### config.mk
export PLATFORM = sky130hd
export DESIGN_NAME = mem_dump_unit
export DESIGN_NICKNAME = d
export VERILOG_FILES = /design/src/rtl/mem_dump_unit_pkg.sv /design/src/rtl/mem_dump_csum.sv /design/src/rtl/mem_dump_unit.sv
export SDC_FILE = /design/constraint.sdc
export NUM_CORES = 1
export LEC_CHECK = 0
export BUFFER_PORTS_ARGS = -buffer_cell sky130_fd_sc_hd__buf_2
export CAP_MARGIN = 0
export CORE_MARGIN = 2
export CORE_UTILIZATION = 50
export CTS_CLUSTER_DIAMETER = 80
export CTS_CLUSTER_SIZE = 14
export DETAILED_ROUTE_END_ITERATION = 7
export GPL_ROUTABILITY_DRIVEN = 0
export GPL_TIMING_DRIVEN = 1
export PLACE_DENSITY = 0.82
export SYNTH_ARGS = -nofsm -noshare
export SYNTH_HDL_FRONTEND = slang
export SYNTH_SLANG_ARGS = --single-unit
### constraint.sdc
create_clock -name clk1 -period 4.4 [get_ports clk1]
set_clock_uncertainty 0.05 [all_clocks]
set_input_delay 0.44 -clock clk1 [delete_from_list [all_inputs] [get_ports clk1]]
set_output_delay 0.44 -clock clk1 [all_outputs]
set_load 0.02 [all_outputs]
### src/rtl/mem_dump_unit_pkg.sv
// -----------------------------------------------------------------------------
// mem_dump_unit_pkg
// Shared definitions for the post-run memory readout engine: default widths,
// FSM state encoding and a small state-classification helper.
// -----------------------------------------------------------------------------
package mem_dump_unit_pkg;

  localparam int DEF_ADDR_W = 10;
  localparam int DEF_DATA_W = 32;

  typedef enum logic [2:0] {
    ST_IDLE = 3'd0,
    ST_REQ  = 3'd1,
    ST_WAIT = 3'd2,
    ST_OUT  = 3'd3,
    ST_FIN  = 3'd4,
    ST_CSUM = 3'd5
  } state_e;

  // States in which a falling halted flag aborts the dump.
  function automatic logic is_abortable(state_e s);
    return (s == ST_REQ) || (s == ST_WAIT) || (s == ST_OUT) || (s == ST_CSUM);
  endfunction

endpackage

### src/rtl/mem_dump_csum.sv
// -----------------------------------------------------------------------------
// mem_dump_csum
// Modulo-2^W running sum of the words streamed by mem_dump_unit. Only
// instantiated when MEM_DUMP_CHECKSUM_EN is defined.
// Ports:
//   clk1 - clock            rst - synchronous active-high reset
//   clr  - clear the sum    en  - add 'add' to the sum (clr has priority)
//   add  - word to add      sum - current sum
// -----------------------------------------------------------------------------
module mem_dump_csum #(
  parameter int W = 32
) (
  input  logic         clk1,
  input  logic         rst,
  input  logic         clr,
  input  logic         en,
  input  logic [W-1:0] add,
  output logic [W-1:0] sum
);

  logic [W-1:0] sum_q, sum_d;

  always_comb begin
    sum_d = sum_q;
    if (clr) begin
      sum_d = '0;
    end else if (en) begin
      sum_d = sum_q + add;
    end
  end

  always_ff @(posedge clk1) begin
    if (rst) begin
      sum_q <= '0;
    end else begin
      sum_q <= sum_d;
    end
  end

  assign sum = sum_q;

endmodule

### src/rtl/mem_dump_unit.sv
// -----------------------------------------------------------------------------
// mem_dump_unit
// Reads a word-address range of the unified memory while the processor is
// halted and streams each word out on a valid/ready port.
// Optional feature macro: MEM_DUMP_CHECKSUM_EN - appends one extra beat
// (out_addr=end, out_data=sum of all streamed words) carrying out_last.
// Ports:
//   clk1, rst                 - clock, synchronous active-high reset
//   halted                    - processor halted flag; dump legal only when 1
//   start, start_addr, end_addr - request pulse and inclusive address range
//   mem_rd_en, mem_rd_addr    - memory read strobe and address
//   mem_rd_data               - read data, valid one cycle after mem_rd_en
//   out_valid, out_ready      - stream handshake
//   out_addr, out_data, out_last - stream beat contents
//   busy, done, err           - status: not idle / dump complete / rejected or aborted
// -----------------------------------------------------------------------------
module mem_dump_unit
  import mem_dump_unit_pkg::*;
#(
  parameter int ADDR_W = DEF_ADDR_W,
  parameter int DATA_W = DEF_DATA_W
) (
  input  logic              clk1,
  input  logic              rst,
  input  logic              halted,
  input  logic              start,
  input  logic [ADDR_W-1:0] start_addr,
  input  logic [ADDR_W-1:0] end_addr,
  output logic              mem_rd_en,
  output logic [ADDR_W-1:0] mem_rd_addr,
  input  logic [DATA_W-1:0] mem_rd_data,
  output logic              out_valid,
  input  logic              out_ready,
  output logic [ADDR_W-1:0] out_addr,
  output logic [DATA_W-1:0] out_data,
  output logic              out_last,
  output logic              busy,
  output logic              done,
  output logic              err
);

  state_e            state_q, state_d;
  logic [ADDR_W-1:0] cur_q, cur_d;
  logic [ADDR_W-1:0] end_q, end_d;
  logic [ADDR_W-1:0] out_addr_q, out_addr_d;
  logic [DATA_W-1:0] out_data_q, out_data_d;
  logic              out_last_q, out_last_d;
  logic              err_q, err_d;

  logic accept, reject, abort, hs, at_end, beat_state;

  assign accept     = (state_q == ST_IDLE) && start && halted && (start_addr <= end_addr);
  assign reject     = (state_q == ST_IDLE) && start && !(halted && (start_addr <= end_addr));
  assign abort      = is_abortable(state_q) && !halted;
  assign beat_state = (state_q == ST_OUT) || (state_q == ST_CSUM);
  assign hs         = beat_state && out_ready;
  // Compared before any increment, so a range ending at the top address
  // never wraps cur.
  assign at_end     = (cur_q == end_q);

  logic [DATA_W-1:0] csum_sum;

`ifdef MEM_DUMP_CHECKSUM_EN
  localparam bit CsumEn = 1'b1;

  mem_dump_csum #(
    .W(DATA_W)
  ) u_csum (
    .clk1 (clk1),
    .rst  (rst),
    .clr  (accept || abort),
    .en   ((state_q == ST_OUT) && hs),
    .add  (out_data_q),
    .sum  (csum_sum)
  );
`else
  localparam bit CsumEn = 1'b0;

  assign csum_sum = '0;
`endif

  // State and datapath registers
  always_ff @(posedge clk1) begin
    if (rst) begin
      state_q    <= ST_IDLE;
      cur_q      <= '0;
      end_q      <= '0;
      out_addr_q <= '0;
      out_data_q <= '0;
      out_last_q <= 1'b0;
      err_q      <= 1'b0;
    end else begin
      state_q    <= state_d;
      cur_q      <= cur_d;
      end_q      <= end_d;
      out_addr_q <= out_addr_d;
      out_data_q <= out_data_d;
      out_last_q <= out_last_d;
      err_q      <= err_d;
    end
  end

  // Next-state logic; a falling halted flag overrides everything.
  always_comb begin
    state_d = state_q;
    case (state_q)
      ST_IDLE: if (accept) state_d = ST_REQ;
      ST_REQ:  state_d = ST_WAIT;
      ST_WAIT: state_d = ST_OUT;
      ST_OUT: begin
        if (hs) begin
          if (!at_end)     state_d = ST_REQ;
          else if (CsumEn) state_d = ST_CSUM;
          else             state_d = ST_FIN;
        end
      end
      ST_CSUM: if (hs) state_d = ST_FIN;
      ST_FIN:  state_d = ST_IDLE;
      default: state_d = ST_IDLE;
    endcase
    if (abort) state_d = ST_IDLE;
  end

  // Datapath next values
  always_comb begin
    cur_d      = cur_q;
    end_d      = end_q;
    out_addr_d = out_addr_q;
    out_data_d = out_data_q;
    out_last_d = out_last_q;
    err_d      = reject || abort;
    if (accept) begin
      cur_d = start_addr;
      end_d = end_addr;
    end
    if (state_q == ST_WAIT) begin
      out_addr_d = cur_q;
      out_data_d = mem_rd_data;
      // With the checksum beat present, no data beat is the last one.
      out_last_d = at_end && !CsumEn;
    end
    if ((state_q == ST_OUT) && hs && !at_end && !abort) begin
      cur_d = cur_q + ADDR_W'(1);
    end
  end

  // Outputs
  always_comb begin
    mem_rd_en   = (state_q == ST_REQ);
    mem_rd_addr = (state_q == ST_REQ) ? cur_q : '0;
    out_valid   = beat_state;
    out_addr    = out_addr_q;
    out_data    = (state_q == ST_CSUM) ? csum_sum : out_data_q;
    out_last    = (state_q == ST_CSUM) ? 1'b1 : out_last_q;
    busy        = (state_q != ST_IDLE);
    done        = (state_q == ST_FIN);
    err         = err_q;
  end

endmodule

==> out/metrics.csv <==
stage,metric,value,unit
clocking,cts_sinks,67,
grt,grt_usage,0.2187,
clocking,cts_resized,0,
sta,rsz0062_at_grt,false,
routing,dr.pass1.iters,5,
synthesis,synth.avg_cell_area,7.663,µm²
layout,fin_nets,607,
critical_path,path_max_fanout,34,
layout,drive_above_1_share,0.2574,
clocking,clk_pin_slew,0.08,ns
routing,detail-route-antenna-nets,0,
clocking,ctsHoldBuffers,0,
min_path,hp-class,primary input to register,
sta,max_slew_margin,0.3344,
clocking,cts_root_buf,clkbuf_8,
die,floorplan.initialDensity,0.5081,
die,die_h,86.40,µm
synthesis,synth-edff-count,0,
grt,grt_pass1_wl,13.18,mm
synthesis,synth_area,0.003395,mm²
min_path,hold_start,mem_rd_data[9],
sta,setup_viol,0,
critical_path,worstSetupPathType,register to output pin,
synthesis,ys.warnings.count,0,
die,die_x,86.40,µm
grt,grt_pass1_vias,2998,
routing,drt_iter0_markers,182,
critical_path,end_kind,output pin,
synthesis,synth_top_area_cell,dfxtp_1,
clocking,cts_setup_buffers,0,
routing,vias,3327,
routing,vias_per_cell,5.332,
routing,routed_wl,8.301,mm
sta,fin_crit_sh,0.6422,
sta,hold_slack,0.2954,ns
routing,drcViolationCount,0,
critical_path,startpoint_type,register,
min_path,hold_depth,3,
sta,finalWorstSetupSlack,1.574,ns
pwr,ir_drop,0.1636,mV
place,dp_hpwl,5.987,mm
job,cap_violations,0,
sta,fmax,353.9,MHz
die,ios,115,
critical_path,crit_start,state_q[0],
critical_path,cp_data_required_time,3.91,ns
synthesis,ys.flop_type,dfxtp_1,
sta,worst_pin_slew,0.9954,ns
layout,antennaDiodeCount,0,
critical_path,worstPathArrival,2.34,ns
place,pre_cts_ws,1.499,ns
die,die_area,0.007464,mm²
routing,routedWlPerCell,13.30,µm
layout,final_util,0.6234,
synthesis,synth_nets,511,
sta,slew_violations,0,
clocking,cts_buffers,9,
die,coreArea,0.006681,mm²
grt,met2_usage,0.3657,
critical_path,r2r_slack,1.87,ns
synthesis,synth_seq_cells,67,
critical_path,reg2reg_depth,6,
min_path,worstHoldEndpoint,out_data_q[9],
critical_path,worstReg2RegStart,state_q[1],
grt,grt_max_degree,48,
synthesis,synth.distinct_cells,47,
grt,antenna_found_initial,0,
pwr,p_leak,1.874,nW
clocking,tritoncts,done,
die,rows,30,
sta,hold_violations,0,
pwr,power_density,351.5,mW/mm²
layout,syn2layout_area_growth,22.71,%
grt,globalRouteMet3Util,0.05143,
clocking,insertion_delay,0.32,ns
run_status,status,finished clean,
grt,use_met1,0.2780,
critical_path,rr_endpoint,cur_q[0],
synthesis,synth_top_area_frac,0.3951,
synthesis,synthCells,443,
synthesis,ys_async_sr_fraction,0,
clocking,cts_max_level,3,
sta,min_period,2.826,ns
synthesis,synthTopCellsByArea,"dfxtp_1 40%, nand2_1 13%, a21oi_1 9.0%, and2_1 7.7%, ha_1 4.1%",
sta,setup_tns,0,ns
place,io_buffers,114,
synthesis,ys_seq_area_frac,0.3951,
clocking,ctsLongestPathBuffers,2,
pwr,power,0.001464,W
grt,grt_overflow,0,
grt,busiest_layer,met2,
## placed cells by master (no fill, tap or decap), drive strengths merged, types with 3 or more instances in the layout
master / Yosys / final
xnor2: 9 / 9
buf: 9 / 117
inv: 21 / 22
o21ai: 5 / 5
nor2: 8 / 8
nand2b: 4 / 4
a21oi: 61 / 61
nand2: 118 / 118
clkinv: 0 / 3
a31oi: 3 / 3
a32oi: 4 / 4
nand3: 3 / 3
ha: 11 / 11
a211oi: 4 / 4
and3: 6 / 6
o22ai: 3 / 3
a311oi: 3 / 3
mux2i: 4 / 4
nor3: 5 / 5
clkbuf: 23 / 10
nand4: 5 / 5
dfxtp: 67 / 67
and2: 43 / 43
## where the power goes
group	leakage, nW	total (W)	internal, W	switching (W)
registers	0.543	0.000665	0.000633	0.0000314
logic	1.21	0.000235	0.0000953	0.000140
clock network	0.117	0.000564	0.000336	0.000228
## cell usage after synthesis (2+ instances only)
cell type / number
o2bb2ai_1: 2
dfxtp_1: 67
ha_1: 11
o2111ai_1: 2
nor2_1: 8
nand3_1: 3
buf_6: 3
a311oi_1: 2
clkbuf_1: 23
and2_1: 42
xnor2_1: 9
nand2_1: 118
nor2b_1: 2
and3_1: 6
a31oi_1: 3
nand2b_1: 4
a21oi_1: 61
nor3_1: 4
mux2i_1: 4
a211oi_1: 4
o21ai_0: 4
buf_2: 6
nand4_1: 5
a32oi_1: 4
o22ai_1: 3
xor2_1: 2
inv_1: 21
## sequential cells by signal, indices dropped and copies added (netlist names)
| signal | count |
|---|---|
| cur_q | 10 |
| out_data_q | 32 |
| out_addr | 10 |
| err | 1 |
| state_q | 3 |
| out_last_q | 1 |
| end_q | 10 |
## worst max-delay path by stage
| stage | endpoint | depth (start not counted) |
|---|---|---|
| after floorplan | end_q[0] | 10 |
| after global placement | cur_q[0] | 8 |
| after detailed placement | cur_q[1] | 8 |
| after CTS | out_data[2] | 3 |
| after global routing | out_data[24] | 3 |
| final | out_data[2] | 3 |
## logic make-up after synthesis
kind of cell	count (synthesis)	synth area share
xor+xnor	11	0.02838
flops	67	0.3951
simple gates	201	0.2849
compound gates	96	0.1718
buf+inv	53	0.06745
mux	4	0.01180
fa+ha+maj	11	0.04054
## critical path, cell delays in order (launching register included)
cell and delay (ns):
dfxtp_1 0.59, nand3b_1 0.78, and2_1 0.47, buf_2 0.16
## final cells by class
| type | instances | area [µm²] |
|---|---|---|
| Sequential cell | 67 | 1341 |
| Clock buffer | 10 | 137.6 |
| Clock inverter | 6 | 87.58 |
| Timing Repair Buffer | 117 | 593.1 |
| Multi-Input combinational cell | 323 | 1827 |
| Tap cell | 80 | 100.1 |
| Inverter | 21 | 78.83 |
| Fill cell | 600 | 2516 |
## metrics by stage
stage          area [µm²]  cells
2_1_floorplan        3395    443
3_3_place_gp         3940    608
3_5_place_dp         3940    608
4_1_cts              4165    624
5_1_grt              4165    624
6_report             4165    624
## routing by layer
layer | up-vias | wire (µm)
met1 | 1516 | 3578
met5 | - | 0
met3 | 10 | 589
li1 | 1673 | -
met4 | 0 | 121
met2 | 128 | 4011
Power figures use the tool's default switching activity.
